<file path="src/rtl/wave_capture_trig_if.sv">
// Sample-stream / capture-RAM port bundle for wave_capture_trig.
// master = capture block (drives the RAM write port), slave = surrounding system.
interface wave_capture_trig_if;
  logic        new_sample_ready;
  logic [15:0] new_sample_in;
  logic        wave_display_idle;
  logic [8:0]  write_address;
  logic        write_enable;
  logic [7:0]  write_sample;
  logic        read_index;

  modport master (
    input  new_sample_ready, new_sample_in, wave_display_idle,
    output write_address, write_enable, write_sample, read_index
  );

  modport slave (
    output new_sample_ready, new_sample_in, wave_display_idle,
    input  write_address, write_enable, write_sample, read_index
  );
endinterface

</file>
<file path="src/rtl/wave_capture_trig.sv">
// Zero-crossing triggered 256-sample capture into the non-displayed RAM half.
// Optional forced trigger on quiet input: define WAVE_CAPTURE_AUTOTRIG_EN.
module wave_capture_trig #(
  parameter int AUTO_TIMEOUT = 1024
) (
  input  logic clk,
  input  logic reset,
  wave_capture_trig_if.master bus
);
  typedef enum logic [1:0] {ARMED, ACTIVE, WAIT} state_t;

  state_t      state_q, state_d;
  logic [7:0]  count_q, count_d;
  logic        read_index_q, read_index_d;
  logic [15:0] prev_sample_q, prev_sample_d;
  logic        write_enable_q, write_enable_d;
  logic [8:0]  write_address_q, write_address_d;
  logic [7:0]  write_sample_q, write_sample_d;
  logic        strobe, trig;

  assign strobe = bus.new_sample_ready;

`ifdef WAVE_CAPTURE_AUTOTRIG_EN
  logic [15:0] auto_cnt_q, auto_cnt_d;
  logic        auto_fire;
  // The AUTO_TIMEOUT-th consecutive non-trigger strobe counts as a trigger.
  assign auto_fire = (auto_cnt_q == 16'(AUTO_TIMEOUT - 1));
`else
  logic unused_auto_timeout;
  assign unused_auto_timeout = ^32'(AUTO_TIMEOUT);
`endif

  // Rising zero crossing: previous sample negative, current non-negative.
  assign trig = strobe && prev_sample_q[15] && !bus.new_sample_in[15];

  always_comb begin
    state_d         = state_q;
    count_d         = count_q;
    read_index_d    = read_index_q;
    prev_sample_d   = strobe ? bus.new_sample_in : prev_sample_q;
    write_enable_d  = 1'b0;
    write_address_d = write_address_q;
    write_sample_d  = write_sample_q;
`ifdef WAVE_CAPTURE_AUTOTRIG_EN
    auto_cnt_d      = 16'd0;
`endif
    unique case (state_q)
      ARMED: begin
`ifdef WAVE_CAPTURE_AUTOTRIG_EN
        auto_cnt_d = auto_cnt_q;
        if (strobe && !trig) auto_cnt_d = auto_cnt_q + 16'd1;
        if (trig || (strobe && auto_fire)) begin
`else
        if (trig) begin
`endif
          write_enable_d  = 1'b1;
          write_address_d = {~read_index_q, 8'h00};
          write_sample_d  = {~bus.new_sample_in[15], bus.new_sample_in[14:8]};
          count_d         = 8'd1;
          state_d         = ACTIVE;
        end
      end
      ACTIVE: begin
        if (strobe) begin
          write_enable_d  = 1'b1;
          write_address_d = {~read_index_q, count_q};
          write_sample_d  = {~bus.new_sample_in[15], bus.new_sample_in[14:8]};
          count_d         = count_q + 8'd1;
          if (count_q == 8'hFF) state_d = WAIT;
        end
      end
      WAIT: begin
        // Swap only in blanking so a frame never shows a half-written buffer.
        if (bus.wave_display_idle) begin
          read_index_d = ~read_index_q;
          state_d      = ARMED;
        end
      end
      default: state_d = ARMED;
    endcase
  end

  always_ff @(posedge clk or negedge reset) begin
    if (!reset) begin
      state_q         <= ARMED;
      count_q         <= 8'd0;
      read_index_q    <= 1'b0;
      prev_sample_q   <= 16'd0;
      write_enable_q  <= 1'b0;
      write_address_q <= 9'd0;
      write_sample_q  <= 8'd0;
`ifdef WAVE_CAPTURE_AUTOTRIG_EN
      auto_cnt_q      <= 16'd0;
`endif
    end else begin
      state_q         <= state_d;
      count_q         <= count_d;
      read_index_q    <= read_index_d;
      prev_sample_q   <= prev_sample_d;
      write_enable_q  <= write_enable_d;
      write_address_q <= write_address_d;
      write_sample_q  <= write_sample_d;
`ifdef WAVE_CAPTURE_AUTOTRIG_EN
      auto_cnt_q      <= auto_cnt_d;
`endif
    end
  end

  assign bus.write_enable  = write_enable_q;
  assign bus.write_address = write_address_q;
  assign bus.write_sample  = write_sample_q;
  assign bus.read_index    = read_index_q;
endmodule
</file>
<file path="src/flat_wrapper.sv">
// flat-port wrapper written by rule: the top's interface ports become plain ports
module wave_capture_trig_flat 
#(
  parameter int AUTO_TIMEOUT = 1024
)
  (clk, reset, bus_new_sample_ready, bus_new_sample_in, bus_wave_display_idle, bus_write_address, bus_write_enable, bus_write_sample, bus_read_index);
  wave_capture_trig_if bus_i ();
  input  logic clk;
  input  logic reset;
  input wire logic [$bits(bus_i.new_sample_ready)-1:0] bus_new_sample_ready;
  input wire logic [$bits(bus_i.new_sample_in)-1:0] bus_new_sample_in;
  input wire logic [$bits(bus_i.wave_display_idle)-1:0] bus_wave_display_idle;
  output wire logic [$bits(bus_i.write_address)-1:0] bus_write_address;
  output wire logic [$bits(bus_i.write_enable)-1:0] bus_write_enable;
  output wire logic [$bits(bus_i.write_sample)-1:0] bus_write_sample;
  output wire logic [$bits(bus_i.read_index)-1:0] bus_read_index;
  assign bus_i.new_sample_ready = bus_new_sample_ready;
  assign bus_i.new_sample_in = bus_new_sample_in;
  assign bus_i.wave_display_idle = bus_wave_display_idle;
  assign bus_write_address = bus_i.write_address;
  assign bus_write_enable = bus_i.write_enable;
  assign bus_write_sample = bus_i.write_sample;
  assign bus_read_index = bus_i.read_index;
  wave_capture_trig #(.AUTO_TIMEOUT(AUTO_TIMEOUT)) u_core (.clk(clk), .reset(reset), .bus(bus_i));
endmodule
</file>
<file path="config.mk">
export PLATFORM = sky130hd
export DESIGN_NAME = wave_capture_trig_flat
export DESIGN_NICKNAME = d
export VERILOG_FILES = /design/src/rtl/wave_capture_trig_if.sv /design/src/rtl/wave_capture_trig.sv /design/src/flat_wrapper.sv
export SDC_FILE = /design/constraint.sdc
export NUM_CORES = 1
export LEC_CHECK = 0
export ABC_AREA = 1
export CORE_AREA = 5 5 52 72
export DETAILED_ROUTE_END_ITERATION = 7
export DIE_AREA = 0 0 57 77
export PLACE_DENSITY = 0.75
export SYNTH_ARGS = -nofsm -noshare
export SYNTH_HDL_FRONTEND = slang
export SYNTH_SLANG_ARGS = --single-unit
</file>
<file path="constraint.sdc">
create_clock -name clk -period 1.7 [get_ports clk]
set_input_delay 0.34 -clock clk [delete_from_list [all_inputs] [get_ports clk]]
set_output_delay 0.34 -clock clk [all_outputs]
set_load 0.01 [all_outputs]
</file>
### After elaboration in Yosys (flattened, before gate mapping)

Index checks and enable logic that the tools add are counted.

* flip-flop bits (word level): 45
* input port bits: 20
* output and inout port bits: 19
* word-level logic and storage cells: 42

* equality and inequality tests: 7
* reduce and logical (&&, ||, !) cells: 8
* $add $sub $neg: 1
* multiplexer cells: 17
* bitwise logic cells: 2

Operators with widths (number)
* 8-bit 2-to-1 mux: 4
* 8-bit one-hot mux with 2 select lines: 2
* 9-bit 2-to-1 mux: 2
* 9-bit one-hot mux with 2 select lines: 1
* 8-bit by 1-bit adder with 8-bit output (second input constant): 1
* 8-bit == test (second input constant): 1
* 2-bit 2-to-1 mux: 4
* 2-bit one-hot mux with 3 select lines: 1
* 2-bit by 1-bit inequality test with 1-bit output (second input constant): 2
* 2-bit inequality test (second input constant): 2
* 4-bit AND reduction: 1
* 3-bit AND reduction: 1
* 2-bit by 1-bit == test with 1-bit output (second input constant): 1
* 2-bit == test (second input constant): 1
* 1-bit logical AND: 2
* 2-bit zero test: 1
* 1-bit 2-to-1 mux: 2
* 1-bit inverter: 2
* 1-bit one-hot mux with 2 select lines: 1
* 2-bit AND reduction: 1
* 2-bit nonzero test: 1
* 1-bit zero test: 1

### Logic depth before layout (Yosys ltp)

* depth after elaboration: 4
* gate-level depth with buffers: 9
* mapped depth without buffers: 8

### Least setup slack after synthesis

Ideal clock, no wire load.

* path kind: flip-flop to flip-flop
* start: register u_core.state_q[1]
* end: register u_core.count_q[3]
* library setup time: 118 ps
* cell stages (with the launch flop): 10
* setup slack: 495 ps
* clock period less this slack: 1205 ps
* arrival: 1087 ps
* buffers on the path: 1
* required time: 1582 ps
* path through: dfrtp_1 inv_1 nand2_1 inv_1 nand2_1 nand2_4 inv_2 buf_6 nand2_1 o21ai_2

* word-level cells in the longest chain between the ends: 3
* elaborated cells between the ends (all ways): 7
* those cells by class: eq/ne: 3; mux: 1; reduce/logical: 3

Ends and longest elaborated chain
* start, declared: RTL line wave_capture_trig.sv:12 `state_t state_q, state_d;`
* start signal, assigned: RTL line wave_capture_trig.sv:96 `state_q <= state_d;`
* 2-bit by 1-bit == test with 1-bit output / 2-bit zero test (equally long branches): RTL line wave_capture_trig.sv:47 `unique case (state_q)`
* 2-bit inequality test (no source line), or another cell as far along
* 3-bit AND reduction (no source line)
* end signal, assigned: RTL line wave_capture_trig.sv:97 `count_q <= count_d;`
* end, declared: RTL line wave_capture_trig.sv:13 `logic [7:0] count_q, count_d;`

Several ways; a longest one is shown, not always the timed one.
A chain may end at the register's enable or synchronous reset.

### Final worst setup path

* start: register u_core.read_index_q, in the netlist u_core.bus.read_index
* end: output port bus_read_index

RTL lines
* start, declared: RTL line wave_capture_trig.sv:14 `logic read_index_q, read_index_d;`
* start signal, assigned: RTL line wave_capture_trig.sv:98 `read_index_q <= read_index_d;`
* end, declared: RTL line flat_wrapper.sv:16 `output wire logic [$bits(bus_i.read_index)-1:0] bus_read_index;`

No word-level cell between the ends.

==> results.toml <==
[detailed_routing]
firstDrtPassIters = 4
drt_drc_violations_left = 0
wirelength_mm = 2.88
vias = 1143
wire_per_inst_um = 12.3
via_per_inst = 4.86
final_antenna_net_count = 0
drtIter0Drc = 39

[logic_synthesis]
synthTopCellsByArea = "dfrtp_1, nand2_1, nand3_1"
ys_warn_count = 0
avgSynthCellArea_um2 = 8.52
synth_nets = 175
syn_area_mm2 = 0.00131
synth-seq-area-share_pct = 57.2
syn_inst = 154
ys_seq_elements = 30
synth-edff-count = 0
ys_async_sr_fraction_pct = 100
synth_top_area_share_pct = 57.2
yosysUniqueCellTypes = 20
yosysTopAreaCell = "dfrtp_1"
ys_top_cells_by_count = "nand2_1, dfrtp_1, nand3_1"
synth-main-ff-cell = "dfrtp_1"
synth_most_common_cell = "nand2_1"

[placed_design]
place.detailed.hpwl_mm = 2.13
place_inst = 227
routabilityCongestion = 0.788
dpl-instance-area_mm2 = 0.00170
port_buffers = 30
place_ws_ns = 0.0401

[cts]
cts_sinks = 30
clk_pin_slew_ns = 0.06
cts_setup_buffers = 0
cts_max_level = 2
cts_resized = 0
cts_hold_buf = 0
numCtsBuffers = 5
cts_buffer_depth = 2
clk_latency_ns = 0.28
root_buffer = "clkbuf_8"
cts_tree = "built"

[worst_setup_path]
r2r_end = "u_core.count_q[0]"
path_buf_inv = 1
r2r_start = "u_core.state_q[1]"
ff2ff_path_depth = 9
crit_chain = "clkdlybuf4s50_1"
worstPathMaxFanout = 3
slowest_delay_ns = 0.56
cp.arrival_ns = 1.23
rrSetupSlack_ns = 0.38
cp_num_cells = 1
setup.worst_path.start = "u_core.bus.read_index"
end_kind = "output port"
cp-start-kind = "flop"
setup.worst_path.class = "flop to output port"
required_ns = 1.36
slowest_stage = "clkdlybuf4s50_1"
critPathTopFamily = "buffers and inverters"

[timing]
slew-limit-headroom_pct = 75.3
tns_ns = 0
finClkSkew_ns = 0.00387
setup_violations = 0
hold_violations = 0
tightest_slew_ns = 0.371
report.final.slew_viol_count = 0
max_freq_mhz = 637
rsz0062_at_grt = "false"
final.setup.worst_slack_ns = 0.129
layout_min_cycle_time_ns = 1.57
fin_crit_sh_pct = 92.4

[global_routing]
globalRouteOverflowTotal = 0
first_global_vias = 1142
grt.total_usage_pct = 14.1
grt_pass1_wl_mm = 4.83
grt_max_degree = 31
antenna_found_initial = 0

[final_layout]
regArea_um2 = 751
syn_to_final_growth_pct = 37.6
diodes = 0
finalNetCount = 216
layout.cells.non_filler = 235
multiInputGateArea_um2 = 475
drive_gt1_share_pct = 10.7
nFillCells = 272
final_cell_area_mm2 = 0.00181

[floorplanning]
core_mm2 = 0.00306
pin_count = 39
initial_core_util_pct = 42.9
rows = 24
dieArea_mm2 = 0.00439
die_h_um = 77
die_w_um = 57

[power]
powerDensity_mw_per_mm2 = 1440
power.total_mw = 2.59
p_leak_nw = 0.929
irDropWorstVdd_mv = 0.910

[run]
drv_cap = 0

[worst_hold_path]
min_path_type = "primary input to async pin"

[outcome]
outcome = "finished clean"
-- cell type report --
class / count / share of cell area (%)
sequential: 30 / 41.6
multi-input combinational: 108 / 26.3
timing repair buffer: 39 / 21.1
clock buffer: 5 / 3.81
tap: 39 / 2.70
inverter: 11 / 2.29
clock inverter: 3 / 2.22
-- layout by cell type (no fill, tap or decap), types with 2 or more instances in the layout --
| cell | Yosys | routed |
|---|---|---|
| clkinv_2 | 0 | 2 |
| o21ai_0 | 3 | 3 |
| o21ai_1 | 2 | 2 |
| nand4_1 | 3 | 3 |
| clkdlybuf4s50_1 | 0 | 30 |
| a21oi_1 | 3 | 3 |
| nand2_1 | 62 | 62 |
| buf_4 | 1 | 8 |
| clkbuf_8 | 0 | 5 |
| nor2_1 | 13 | 13 |
| nand3_1 | 15 | 15 |
| inv_1 | 10 | 10 |
| dfrtp_1 | 30 | 30 |
-- metal layers --
| metal | vias to the layer above | routed length, um | global-route usage, % |
|---|---|---|---|
| met4 | 0 | 82 | 8.35 |
| met2 | 34 | 1480 | 24.4 |
| li1 | 568 | - | - |
| met3 | 8 | 192 | 4.54 |
| met1 | 533 | 1130 | 14.4 |
| met5 | - | 0 | 0 |
-- power breakdown --
part	leakage (nW)	switching, mW	internal [mW]
registers	0.383	0.150	0.908
clock network	0.0579	0.261	0.430
logic	0.488	0.417	0.429
-- cell families (layout without fill, tap and decap cells) --
kind of cell	Yosys count	after routing	synth area share (%)
xor+xnor	1	1	0.667
compound gates	11	11	4.67
simple gates	95	95	29.9
flops	30	30	57.2
buf+inv	16	58	6.58
fa+ha+maj	1	1	0.953
-- flip-flops by register name (all words and copies together) (netlist names) --
register                  flops
u_core.bus.read_index         1
u_core.prev_sample_q          1
u_core.count_q                8
u_core.bus.write_sample       8
u_core.bus.write_enable       1
u_core.bus.write_address      9
u_core.state_q                2
-- worst max path at each step --
| stage | endpoint | slack, ns |
|---|---|---|
| floorplan | u_core.count_q[3] | 0.50 |
| global placement | u_core.count_q[0] | 0.1 |
| detailed placement | u_core.count_q[0] | 0.04 |
| CTS | bus_read_index | 0.12 |
| global route | bus_read_index | 0.1 |
| finish | bus_read_index | 0.13 |
-- through the flow --
step	util (%)	hold slack (ns)
3_5_place_dp	55.4	0.458
6_report	58.9	0.448
4_1_cts	58.9	0.459
2_1_floorplan	-	0.0444
3_3_place_gp	55.4	0.452
5_1_grt	58.9	0.487
(Power assumes the default switching activity.)
